[config.mk]
export PLATFORM = sky130hd
export DESIGN_NAME = ibex_rf_cache_fill_ctrl
export DESIGN_NICKNAME = d
export VERILOG_FILES = /design/src/rtl/ibex_rf_cache_fill_ctrl.sv
export SDC_FILE = /design/constraint.sdc
export NUM_CORES = 1
export LEC_CHECK = 0
export BUFFER_PORTS_ARGS = -buffer_cell sky130_fd_sc_hd__buf_2
export CAP_MARGIN = 20
export CORE_MARGIN = 5
export CORE_UTILIZATION = 48
export CTS_CLUSTER_SIZE = 20
export DETAILED_ROUTE_END_ITERATION = 10
export PLACE_DENSITY = 0.77
export SYNTH_ARGS = -nofsm -noshare
export SYNTH_HDL_FRONTEND = slang
export SYNTH_SLANG_ARGS = --single-unit
[constraint.sdc]
create_clock -name clk_i -period 1.9 [get_ports clk_i]
set_input_delay 0.095 -clock clk_i [delete_from_list [all_inputs] [get_ports clk_i]]
set_output_delay 0.095 -clock clk_i [all_outputs]
set_load 0.02 [all_outputs]
[src/rtl/ibex_rf_cache_fill_ctrl.sv]
// Fill controller for a small register-file cache: captures A/B/W misses, fetches from the
// backing file and writes lines round-robin. Optional IBEX_RF_CACHE_PERF_EN adds perf counters.
module ibex_rf_cache_fill_ctrl #(
    parameter int unsigned CacheLen  = 16,
    parameter int unsigned DataWidth = 32
) (
    input  logic                        clk_i,
    input  logic                        rst_ni,
    input  logic                        miss_a_i,
    input  logic [4:0]                  addr_a_i,
    input  logic                        miss_b_i,
    input  logic [4:0]                  addr_b_i,
    input  logic                        wmiss_i,
    input  logic [4:0]                  waddr_i,
    input  logic [DataWidth-1:0]        wdata_i,
    output logic                        bk_req_o,
    output logic [4:0]                  bk_addr_o,
    input  logic                        bk_rvalid_i,
    input  logic [DataWidth-1:0]        bk_rdata_i,
    output logic                        cw_en_o,
    output logic [$clog2(CacheLen)-1:0] cw_way_o,
    output logic [4:0]                  cw_tag_o,
    output logic [DataWidth-1:0]        cw_data_o,
    input  logic                        flush_i,
`ifdef IBEX_RF_CACHE_PERF_EN
    output logic [31:0]                 perf_miss_cnt_o,
    output logic [31:0]                 perf_stall_cnt_o,
`endif
    output logic                        stall_o
);

    localparam int unsigned     WayW    = $clog2(CacheLen);
    localparam logic [WayW-1:0] LastWay = WayW'(CacheLen - 1);
    localparam logic [1:0]      IdxA    = 2'd0;
    localparam logic [1:0]      IdxB    = 2'd1;
    localparam logic [1:0]      IdxW    = 2'd2;
    localparam logic [1:0]      IdxNone = 2'd3;

    typedef enum logic [1:0] {
        ST_IDLE = 2'd0,
        ST_REQ  = 2'd1,
        ST_WAIT = 2'd2,
        ST_FILL = 2'd3
    } state_e;

    function automatic logic [1:0] f_first(input logic [2:0] vld);
        logic [1:0] idx;
        if (vld[0]) begin
            idx = IdxA;
        end else if (vld[1]) begin
            idx = IdxB;
        end else if (vld[2]) begin
            idx = IdxW;
        end else begin
            idx = IdxNone;
        end
        return idx;
    endfunction

    function automatic logic [4:0] f_pick(input logic [2:0][4:0] addr, input logic [1:0] idx);
        logic [4:0] res;
        case (idx)
            2'd0:    res = addr[0];
            2'd1:    res = addr[1];
            2'd2:    res = addr[2];
            default: res = 5'd0;
        endcase
        return res;
    endfunction

    state_e                r_state;
    logic [2:0]            r_pend_vld;
    logic [2:0][4:0]       r_pend_addr;
    logic [DataWidth-1:0]  r_wdata;
    logic [4:0]            r_cur_addr;
    logic [DataWidth-1:0]  r_cur_data;
    logic [WayW-1:0]       r_victim;

    state_e                w_state_nxt;
    logic [2:0]            w_pend_vld_nxt;
    logic [2:0][4:0]       w_pend_addr_nxt;
    logic [DataWidth-1:0]  w_wdata_nxt;
    logic [4:0]            w_cur_addr_nxt;
    logic [DataWidth-1:0]  w_cur_data_nxt;
    logic [WayW-1:0]       w_victim_nxt;

    logic                  w_cap_a;
    logic                  w_cap_b;
    logic                  w_cap_w;
    logic                  w_cap_any;
    logic [2:0]            w_new_vld;
    logic [2:0][4:0]       w_new_addr;
    logic [1:0]            w_sel_new;
    logic [1:0]            w_sel_pend;
    logic                  w_cw_en;

    // B folds into A when both target the same register; address 0 never needs a fill.
    assign w_cap_a    = miss_a_i && (addr_a_i != 5'd0);
    assign w_cap_b    = miss_b_i && (addr_b_i != 5'd0) && !(w_cap_a && (addr_a_i == addr_b_i));
    assign w_cap_w    = wmiss_i && (waddr_i != 5'd0);
    assign w_cap_any  = rst_ni && (r_state == ST_IDLE) && !flush_i && (w_cap_a || w_cap_b || w_cap_w);
    assign w_new_vld  = {w_cap_w, w_cap_b, w_cap_a};
    assign w_new_addr = {waddr_i, addr_b_i, addr_a_i};
    assign w_sel_new  = f_first(w_new_vld);
    assign w_sel_pend = f_first(r_pend_vld);
    assign w_cw_en    = (r_state == ST_FILL) && !flush_i;

    // Next-state and datapath selection for the fill sequencer.
    always_comb begin
        w_state_nxt     = r_state;
        w_pend_vld_nxt  = r_pend_vld;
        w_pend_addr_nxt = r_pend_addr;
        w_wdata_nxt     = r_wdata;
        w_cur_addr_nxt  = r_cur_addr;
        w_cur_data_nxt  = r_cur_data;
        w_victim_nxt    = r_victim;
        if (flush_i) begin
            w_state_nxt    = ST_IDLE;
            w_pend_vld_nxt = 3'b000;
        end else begin
            case (r_state)
                ST_IDLE: begin
                    if (w_cap_any) begin
                        w_pend_vld_nxt  = w_new_vld & ~(3'b001 << w_sel_new);
                        w_pend_addr_nxt = w_new_addr;
                        w_wdata_nxt     = wdata_i;
                        w_cur_addr_nxt  = f_pick(w_new_addr, w_sel_new);
                        if (w_sel_new == IdxW) begin
                            w_state_nxt    = ST_FILL;
                            w_cur_data_nxt = wdata_i;
                        end else begin
                            w_state_nxt = ST_REQ;
                        end
                    end else begin
                        w_state_nxt = ST_IDLE;
                    end
                end
                ST_REQ: begin
                    w_state_nxt = ST_WAIT;
                end
                ST_WAIT: begin
                    if (bk_rvalid_i) begin
                        w_state_nxt    = ST_FILL;
                        w_cur_data_nxt = bk_rdata_i;
                    end else begin
                        w_state_nxt = ST_WAIT;
                    end
                end
                ST_FILL: begin
                    w_victim_nxt   = (r_victim == LastWay) ? {WayW{1'b0}} : r_victim + WayW'(1);
                    w_pend_vld_nxt = r_pend_vld & ~(3'b001 << w_sel_pend);
                    w_cur_addr_nxt = f_pick(r_pend_addr, w_sel_pend);
                    if (w_sel_pend == IdxNone) begin
                        w_state_nxt = ST_IDLE;
                    end else if (w_sel_pend == IdxW) begin
                        w_state_nxt    = ST_FILL;
                        w_cur_data_nxt = r_wdata;
                    end else begin
                        w_state_nxt = ST_REQ;
                    end
                end
                default: begin
                    w_state_nxt    = ST_IDLE;
                    w_pend_vld_nxt = 3'b000;
                end
            endcase
        end
    end

    // State and datapath registers.
    always_ff @(posedge clk_i or negedge rst_ni) begin
        if (!rst_ni) begin
            r_state     <= ST_IDLE;
            r_pend_vld  <= 3'b000;
            r_pend_addr <= '{default: 5'd0};
            r_wdata     <= {DataWidth{1'b0}};
            r_cur_addr  <= 5'd0;
            r_cur_data  <= {DataWidth{1'b0}};
            r_victim    <= {WayW{1'b0}};
        end else begin
            r_state     <= w_state_nxt;
            r_pend_vld  <= w_pend_vld_nxt;
            r_pend_addr <= w_pend_addr_nxt;
            r_wdata     <= w_wdata_nxt;
            r_cur_addr  <= w_cur_addr_nxt;
            r_cur_data  <= w_cur_data_nxt;
            r_victim    <= w_victim_nxt;
        end
    end

    // Outputs are qualified by state so idle and reset present all-zero buses.
    assign stall_o   = rst_ni && ((r_state != ST_IDLE) || w_cap_any);
    assign bk_req_o  = (r_state == ST_REQ);
    assign bk_addr_o = (r_state == ST_REQ) ? r_cur_addr : 5'd0;
    assign cw_en_o   = w_cw_en;
    assign cw_way_o  = w_cw_en ? r_victim : {WayW{1'b0}};
    assign cw_tag_o  = w_cw_en ? r_cur_addr : 5'd0;
    assign cw_data_o = w_cw_en ? r_cur_data : {DataWidth{1'b0}};

`ifdef IBEX_RF_CACHE_PERF_EN
    logic [31:0] r_perf_miss;
    logic [31:0] r_perf_stall;

    // Saturating event counters for line writes and stall cycles.
    always_ff @(posedge clk_i or negedge rst_ni) begin
        if (!rst_ni) begin
            r_perf_miss  <= 32'd0;
            r_perf_stall <= 32'd0;
        end else begin
            if (w_cw_en && (r_perf_miss != 32'hFFFF_FFFF)) begin
                r_perf_miss <= r_perf_miss + 32'd1;
            end else begin
                r_perf_miss <= r_perf_miss;
            end
            if (stall_o && (r_perf_stall != 32'hFFFF_FFFF)) begin
                r_perf_stall <= r_perf_stall + 32'd1;
            end else begin
                r_perf_stall <= r_perf_stall;
            end
        end
    end

    assign perf_miss_cnt_o  = r_perf_miss;
    assign perf_stall_cnt_o = r_perf_stall;
`endif

endmodule

==> flow_summary.toml, run 1 <==
[timing]
fin_crit_ns = 1.851
fmax_mhz = 540.2
setup_viol = 0
fin_hold_ws_ns = 0.03000
skew_ns = 0.01345
slew_violations = 0
fin_crit_sh = 0.9744
final_hold_viol_count = 0
slew_headroom = 0.5426
worstMarginPinSlew_ns = 0.6862

[flow_run]
max_cap_violations = 0

[logic_synthesis]
syn-num-nets = 547
synth_cell_types = 40
synth_edf_count = 0
synth_seq_cells = 93
syn_area_sq_um = 5106
synth_top_area_frac = 0.4558
yosysWarnings = 0
yosysTopAreaCell = "dfrtp_1"
yosysSeqAreaShare = 0.4558
synth_cells = 460
avgSynthCellArea_sq_um = 11.10
synth_area_leaders = "dfrtp_1 (46%), mux2_2 (11%), mux2_4 (8.8%)"
async_flop_share = 1.000
synth_flop_cell = "dfrtp_1"

[placement]
portBuffers = 134
finalWeightedCongestion = 0.8734
dp_hpwl_microns = 9450

[clocking]
cts.htree.levels = 3
cts_buffers = 9
clk_latency_ns = 0.36
clk_pin_slew_worst_paths_ns = 0.09
cts.sinks = 93
ctsResizeCount = 0
cts_tree = "built"
cts-root-buf = "clkbuf_8"
clock_path_buffers = 2

[floorplanning]
row_count = 37
initial_core_util = 0.4924
die-area_sq_um = 12800
die-width_microns = 113.1
die_h_microns = 113.1
core_area_sq_um = 10370
io_pins = 135

[detailed_routing]
drtIter0Drc = 255
via_per_inst = 5.323
antenna_left = 0
vias = 4237
wl_per_cell_microns = 16.39
drc = 0
drt_pass1_iterations = 4
drt-total-wl_microns = 13050

[worst_setup_path]
startpoint_type = "input port"
setup.worst_path.end_class = "flop"
crit_type = "in -> reg"
critPathRequiredTime_ns = 2.14
worstPathMaxFanout = 11
cp_data_arrival_time_ns = 2.09

[global_routing]
grt_overflow = 0
grt_first_pass_wirelength_microns = 21490
grt_pass1_vias = 4323
antenna_found_initial = 0
grt_max_degree = 55
track_usage = 0.2088

[run_status]
status = "complete, no violations"

[layout]
fin_nets = 742
multi_input_area_sq_um = 2655
utilization = 0.6565
drive_gt1_frac = 0.4379
num_antenna_cells = 0
nFillCells = 828
seq_area_sq_um = 2330
area_delta_synth_final_pct = 33.33

[pwr]
p_per_area_nw_per_um2 = 882.5
vdd_drop_max_uv = 472.1
power_leakage_nw = 3.236

[min_path]
min_path_type = "in -> reg"
## cell type report
type | instances | share of cell area
Inverter | 5 | 0.002757
Sequential cell | 93 | 0.3422
Clock inverter | 3 | 0.01011
Tap cell | 136 | 0.02500
Multi-Input combinational cell | 332 | 0.3900
Clock buffer | 13 | 0.02187
Timing Repair Buffer | 214 | 0.2081
## flip-flops by register name, summed over array words and instances, names as in the netlist
register and count:
r_pend_vld 3, r_cur_addr 5, r_wdata 32, r_victim 4, r_cur_data 32, r_state 2, r_pend_addr 15
## path summary, 6_finish.rpt
path	from	to	slack, ns	cells past startpoint
hold / removal	wdata_i[24]	r_wdata[24]$_DFFE_PN0P_	0.03	2
setup reg to reg	r_state[1]$_DFF_PN0_	r_cur_data[27]$_DFFE_PN0P_	0.06	6
max in group asynchronous	rst_ni	r_pend_addr[8]$_DFFE_PN0P_	0.46	4
hold reg to reg	r_cur_data[1]$_DFFE_PN0P_	r_cur_data[1]$_DFFE_PN0P_	0.51	1
setup / recovery	rst_ni	r_cur_data[27]$_DFFE_PN0P_	0.05	8
min in group asynchronous	rst_ni	r_pend_addr[4]$_DFFE_PN0P_	0.35	3
## through the flow
| step | TNS, ns | power, mW | setup WS (ns) | std cells | area (sq um) |
|---|---|---|---|---|---|
| global placement | -5.976 | 4.429 | -0.1861 | 740 | 6210 |
| global route | -0.0001579 | 6.355 | -0.0001579 | 796 | 6808 |
| detailed placement | -10.48 | 4.537 | -0.2497 | 740 | 6210 |
| CTS | 0 | 6.056 | 0.04647 | 795 | 6800 |
| floorplan | 0 | 4.012 | 0.02197 | 460 | 5121 |
| finish | 0 | 6.008 | 0.04872 | 796 | 6808 |
## layout by cell type (no fill, tap or decap), drive strengths merged
cell           n
nor3          11
bufinv         2
nand4          1
xor2           3
inv            6
a22oi          7
or4            3
o311ai         1
nor2          42
and2          45
a32oi          3
o211ai         7
a21oi         38
o21a           2
o2111ai        1
mux2i         32
nor2b          4
o41ai          2
nand3          1
o31ai          1
nand2         18
ha             1
dlygate4sd3   32
clkbuf        13
mux2          81
o22ai          1
buf          182
o21ai         14
dfrtp         93
or2            1
a2111oi        1
a31oi          7
o31a           1
xnor2          3
## cells in the mapped netlist (2+ instances only)
cell type and number:
a21oi_1 38, a22oi_1 7, a31oi_1 7, a32oi_1 3
and2_1 45, buf_1 2, buf_2 6, buf_6 3
clkbuf_1 19, dfrtp_1 93, inv_1 5, mux2_2 51
mux2_4 30, mux2i_1 32, nand2_1 18, nor2_1 42
nor2b_1 4, nor3_1 10, o211ai_1 7, o21ai_0 11
o21ai_1 2, o41ai_1 2, or4_4 2, xnor2_1 3
xor2_1 3
## power by group
part           leakage, nW  switching, mW  internal [mW]
Combinational         2.02          0.586           1.01
Sequential            1.10          0.355           2.61
Clock                0.108          0.662          0.785
Total                 3.24           1.60           4.41
## metal layers
layer,track usage,wire [microns],vias up
met5,0,0,-
li1,-,-,2018
met1,0.2599,5411,2057
met3,0.02674,717,21
met4,0.08093,289,0
met2,0.3685,6630,141
## kinds of logic (layout without fill, tap and decap cells)
group                    Yosys count  count (layout)  synth area share
AND/OR/NAND/NOR                  126             126            0.1264
multiplexers                     113             113            0.2634
flip-flops                        93              93            0.4558
AO/OA/AOI/OAI                     86              86            0.1100
buffers and inverters             35             235           0.03161
XOR/XNOR                           6               6           0.01029
adder cells (fa/ha/maj)            1               1          0.002450
## worst max-delay path, stage by stage
cell	delay, ns
dlygate4sd3_1	0.52
buf_4	0.11
nor2b_1	0.29
o2111ai_2	0.22
nor3_4	0.22
o31ai_4	0.10
buf_4	0.23
mux2_4	0.32
## timing repair
item	4_1_cts	5_1_grt
endpoints found under the setup margin	68	13
gates cloned	0	0
endpoints found under the hold margin	70	0
hold buffers	32	0
buffers inserted	7	1
pin swaps	1	0
No activity file was read; power rests on OpenSTA's default activity.
==> run 2, diff against run 1 <==
- BUFFER_PORTS_ARGS: -buffer_cell sky130_fd_sc_hd__buf_2 -> default
- CORE_UTILIZATION: 48 -> 60
- CTS_BUF_LIST: default -> sky130_fd_sc_hd__clkbuf_4
- DONT_BUFFER_PORTS: default -> 1
- PLACE_DENSITY: 0.77 -> 0.79
==> run 2 against run 1 <==
Effect of this change: the flow now finishes with violations (hold timing); setup slack got worse by 0.011 ns; maximum frequency decreased by 0.60%; worst hold slack got worse by 0.70 ns; global-route usage increased by 4.9 points; via count decreased by 7.4%; clock power decreased by 25%; non-clock buffer count decreased by 118; count of clock-buffer cells in the layout decreased by 4; register-to-register slack got worse by 0.02 ns; flip-flop and latch count unchanged; largest cell class unchanged; highest routed layer unchanged.
==> flow_summary.toml, run 2 (same netlist as run 1, synthesis figures left out) <==
[run_status]
status = "finished with violations"
violations = "hold timing"

[layout]
nFillCells = 532
fin_nets = 624
seq_area_sq_um = 2330
top_regs = "r_cur_data (32), r_wdata (32), r_pend_addr (15)"
drive_gt1_frac = 0.2823
layout_commonest_cell = "dfrtp_1"
num_antenna_cells = 0
area_delta_synth_final_pct = 23.21
layout_common_cells = "dfrtp_1 (91), dlygate4sd3_1 (68), mux2_2 (51), nor2_1 (40), a21oi_1 (38)"
multi_input_area_sq_um = 2680

[clocking]
clk_latency_ns = 0.43
cts.htree.levels = 3
clk_pin_slew_worst_paths_ns = 0.15
cts_buffers = 9
cts_tree = "built"
cts.sinks = 93
cts-root-buf = "clkbuf_4"
clock_path_buffers = 2

[pwr]
power.switching_mw = 1.574
vdd_drop_max_uv = 538.0
power_leakage_nw = 2.676
finalPower_mw = 5.566
seqPwrFrac = 0.536
p_per_area_nw_per_um2 = 884.8
p_int_mw = 3.993
sw_frac_of_total = 0.2827
p_comb_frac = 0.269
p_clk_frac = 0.195

[global_routing]
grt_pass1_vias = 4153
grt_max_degree = 96
antenna_found_initial = 0
grt_overflow = 0
track_usage = 0.2578
grt_first_pass_wirelength_microns = 21000

[worst_setup_path]
crit_type = "reg -> reg"
cp_data_arrival_time_ns = 2.25
worstPathMaxFanout = 4
cp_slowest_cell = "dlygate4sd3_1"
critPathRequiredTime_ns = 2.28
r2r_end = "r_state[1]$_DFF_PN0_"
r2r-start = "r_state[1]$_DFF_PN0_"
path_cells = "nor2_4 -> o2111ai_2 -> nor3_4 -> nor3_1 -> nor3_1 -> dlygate4sd3_1"
startpoint_type = "flop"
cpPeakStageDelay_ns = 0.58
rrSetupSlack_ns = 0.04
setup.worst_path.end_class = "flop"
worst_path_most_repeated_cell = "nor3_1"
r2r_cells = 6

[timing]
fin_crit_ns = 1.863
worstMarginPinSlew_ns = 0.5140
skew_ns = 0.02537
fin_hold_ws_ns = -0.6686
setup_viol = 0
fin_crit_sh = 0.9803
fin_ws_ns = 0.03748
slew_headroom = 0.6574
fmax_mhz = 536.9
final_hold_viol_count = 93
slew_violations = 0
rsz0062_at_grt = "true"

[detailed_routing]
drt-total-wl_microns = 13190
drc = 0
drt_pass1_iterations = 5
via_per_inst = 6.065
drtIter0Drc = 201
antenna_left = 0
wl_per_cell_microns = 20.39
vias = 3924

[floorplanning]
initial_core_util = 0.6183
die_h_microns = 102.3
row_count = 33
die-width_microns = 102.3
io_pins = 135
core_area_sq_um = 8258
die-area_sq_um = 10460

[placement]
dp_worst_setup_slack_ns = -0.07573
dp_hpwl_microns = 8318
portBuffers = 0
finalWeightedCongestion = 0.8825

[min_path]
min_path_type = "in -> async"

[flow_run]
max_cap_violations = 0
run 2: area by class of cell:
cell class,count,area share
repair buffers,96,0.1575
multi-input cells,332,0.4260
flip-flops and latches,93,0.3703
clock buffers,9,0.01074
inverters,5,0.002983
well taps,105,0.02088
clock inverters,7,0.01154
run 2: power groups by stage:
stage | sequential (mW) | clock (mW) | combinational [mW]
finish | 2.98 | 1.09 | 1.50
global route | 3.05 | 1.21 | 1.63
CTS | 2.96 | 1.13 | 1.48
detailed placement | 3.00 | 0 | 1.32
global placement | 2.96 | 0 | 1.25
floorplan | 2.86 | 0 | 1.15
run 2: how the worst max path moves through the flow:
stage	start	endpoint	slack [ns]	cells past startpoint
detailed placement	waddr_i[0]	r_cur_data[1]$_DFFE_PN0P_	-0.08	6
CTS	r_state[1]$_DFF_PN0_	stall_o	-0.004	5
global route	r_state[0]$_DFF_PN0_	cw_data_o[4]	-0.03	5
finish	r_state[1]$_DFF_PN0_	r_state[1]$_DFF_PN0_	0.04	6
floorplan	waddr_i[0]	r_cur_data[10]$_DFFE_PN0P_	0.02	6
global placement	waddr_i[0]	r_cur_data[1]$_DFFE_PN0P_	-0.07	6
run 2: repair_timing:
action	CTS	global route
buffers inserted	4	2
gates cloned	1	1
hold endpoints to repair	179	95
resized for setup	4	15
pin swaps	1	3
endpoints found under the setup margin	10	65
hold buffers	68	1
run 2: per-stage QoR:
stage          setup TNS (ns)  hold slack (ns)  area [sq um]    util  std cells
3_5_place_dp           -1.371          -0.1979          5335  0.6461        555
2_1_floorplan               0          -0.2006          5121       -        460
3_3_place_gp          -0.9991          -0.1977          5335  0.6461        555
6_report                    0          -0.6686          6291  0.7618        647
5_1_grt               -0.4432          -0.7193          6291  0.7618        647
4_1_cts             -0.003668          -0.6993          6225  0.7538        644
run 2: layer usage:
metal | global-route usage | part of all wire
met1 | 0.3117 | 0.38
met2 | 0.4493 | 0.52
met3 | 0.06075 | 0.080
met4 | 0.09485 | 0.023
met5 | 0 | 0
run 2: critical path, delay by kind of cell (launching register included):
| kind | cells | cell delay (ns) |
|---|---|---|
| and+or+nand+nor | 4 | 0.61 |
| buffers and inverters | 1 | 0.58 |
| DFF | 1 | 0.48 |
| AOI/OAI and AO/OA | 1 | 0.14 |
==> run 3, diff against run 2 <==
- CELL_PAD_IN_SITES_DETAIL_PLACEMENT: default -> 0
- CELL_PAD_IN_SITES_GLOBAL_PLACEMENT: default -> 1
- CORE_UTILIZATION: 60 -> 46
- PLACE_DENSITY: 0.79 -> default
- PLACE_DENSITY_LB_ADDON: default -> 0.1
==> run 3 against run 2 <==
Effect of this change: the flow still finishes with violations (hold timing); largest cell class unchanged; largest power group unchanged; total power increased by 0.24%; final cell count rose by 8.5%; sequential power barely moved; non-clock buffer count is 21 higher; highest routed layer unchanged; worst hold slack got worse by 0.0082 ns; count of clock-buffer cells in the layout rose by 1; clock power hardly changed; critical path type is now reg -> out; via count is 2.9% lower; critical endpoint is now cw_way_o[2]; setup slack improved by 0.030 ns; die area up 27%.
==> flow_summary.toml, run 3 (same netlist as run 1, synthesis figures left out) <==
[clocking]
clk_latency_ns = 0.45
cts_tree = "built"
clock_path_buffers = 2
postCtsHoldBufs = 82
cts.sinks = 93
cts-root-buf = "clkbuf_4"
cts_buffers = 9
cts.htree.levels = 3
clk_pin_slew_worst_paths_ns = 0.14

[timing]
final_hold_viol_count = 93
rsz0062_at_grt = "true"
fmax_mhz = 545.8
tns_ns = 0
fin_ws_ns = 0.06791
slew_headroom = 0.5929
worstMarginPinSlew_ns = 0.6107
fin_crit_sh = 0.9643
fin_hold_ws_ns = -0.6767
slew_violations = 0
fin_crit_ns = 1.832
skew_ns = 0.02702
setup_viol = 0

[layout]
stdcell_area_sq_um = 6641
utilization = 0.6127
layout_commonest_cell = "dfrtp_1"
num_antenna_cells = 0
top_regs = "r_cur_data (32), r_wdata (32), r_pend_addr (15)"
area_delta_synth_final_pct = 30.07
drive_gt1_frac = 0.3363
fin_nets = 645
layout_common_cells = "dfrtp_1 (91), dlygate4sd3_1 (82), mux2_2 (51), nor2_1 (40), a21oi_1 (38)"

[pwr]
seqPwrFrac = 0.533
p_int_mw = 4.014
p_per_area_nw_per_um2 = 840.1
p_comb_frac = 0.269
vdd_drop_max_uv = 440.4
power.switching_mw = 1.566
sw_frac_of_total = 0.2807
power_leakage_nw = 2.832
p_clk_frac = 0.198

[floorplanning]
die-width_microns = 115.4
die_h_microns = 115.4
row_count = 38
io_pins = 135
initial_core_util = 0.4710
die-area_sq_um = 13310
core_area_sq_um = 10840

[detailed_routing]
vias = 3812
drt_pass1_iterations = 4
wl_per_cell_microns = 19.27
drt-total-wl_microns = 13530
drc = 0
drtIter0Drc = 209
via_per_inst = 5.430
antenna_left = 0

[worst_setup_path]
critPathRequiredTime_ns = 1.80
worstPathMaxFanout = 8
startpoint_type = "flop"
cp_top_family = "buffers and inverters"
path_cells = "nand2_2 -> buf_6 -> nor2_4 -> buf_12 -> buf_12 -> nand2_4 -> inv_2 -> buf_6"
cpPeakStageDelay_ns = 0.46
setup.worst_path.end_class = "output pin"
crit_type = "reg -> out"
cp_slowest_cell = "dfrtp_2"
path_buf_inv = 5
cp_data_arrival_time_ns = 1.74

[global_routing]
grt_pass1_vias = 4054
track_usage = 0.2030
antenna_found_initial = 0
grt_overflow = 0
grt_max_degree = 96
grt_first_pass_wirelength_microns = 21330

[run_status]
violations = "hold timing"
status = "finished with violations"

[placement]
portBuffers = 0
place_area_sq_um = 5376
dp_worst_setup_slack_ns = -0.1195
dp_hpwl_microns = 8543
finalWeightedCongestion = 0.7875

[min_path]
min_path_type = "in -> async"

[flow_run]
max_cap_violations = 0
==> run 3: cell count changes in the layout (fill, tap and decap cells not counted), sizes merged <==
cell	change
dlygate4sd3	+14
buf	+6
clkbuf	+3
clkinv	-1
bufbuf	-1
inv	-1
==> run 3: metrics by stage <==
| stage | total power, mW | std cells |
|---|---|---|
| floorplan | 4.012 | 460 |
| global placement | 4.233 | 593 |
| detailed placement | 4.302 | 593 |
| CTS | 5.584 | 695 |
| global route | 5.934 | 702 |
| finish | 5.580 | 702 |
==> run 3: final cells by class <==
type | count | area, sq um
clock buffer | 10 | 75.07
clock inverter | 5 | 60.06
sequential | 93 | 2330
multi-input combinational | 332 | 2765
timing repair buffer | 117 | 1217
tap | 140 | 175.2
fill | 939 | 4199
inverter | 5 | 18.77
==> run 3: per-layer routing <==
layer	global-route usage	routed length, microns
met1	0.2718	5989
met2	0.3322	6563
met3	0.04316	828
met4	0.06103	146
met5	0	0
==> run 3: final timing paths <==
check	depth (start not counted)	end	startpoint	slack [ns]
setup / recovery	8	cw_way_o[2]	r_state[0]$_DFF_PN0_	0.07
hold / removal	0	r_victim[2]$_DFFE_PN0P_	rst_ni	-0.68
setup reg to reg	5	r_cur_data[2]$_DFFE_PN0P_	r_state[0]$_DFF_PN0_	0.10
hold reg to reg	1	r_cur_data[24]$_DFFE_PN0P_	r_cur_data[24]$_DFFE_PN0P_	0.52
max in group asynchronous	0	r_pend_addr[8]$_DFFE_PN0P_	rst_ni	2.40
min in group clk_i	4	r_cur_addr[1]$_DFFE_PN0P_	addr_b_i[1]	0.02
==> run 3: power groups by stage <==
stage	Combinational (mW)	Clock, mW	Sequential, mW
final	1.50	1.10	2.97
after global routing	1.63	1.25	3.06
after CTS	1.49	1.15	2.94
after detailed placement	1.31	0	2.99
after global placement	1.27	0	2.97
after floorplan	1.15	0	2.86
==> run 3: what timing repair did <==
| action | in CTS | in global routing |
|---|---|---|
| resized for setup | 12 | 78 |
| setup buffers | 5 | 4 |
| endpoints found under the hold margin | 181 | 93 |
| setup endpoints to repair | 59 | 45 |
| cloned | 0 | 3 |
| pin swaps | 1 | 9 |
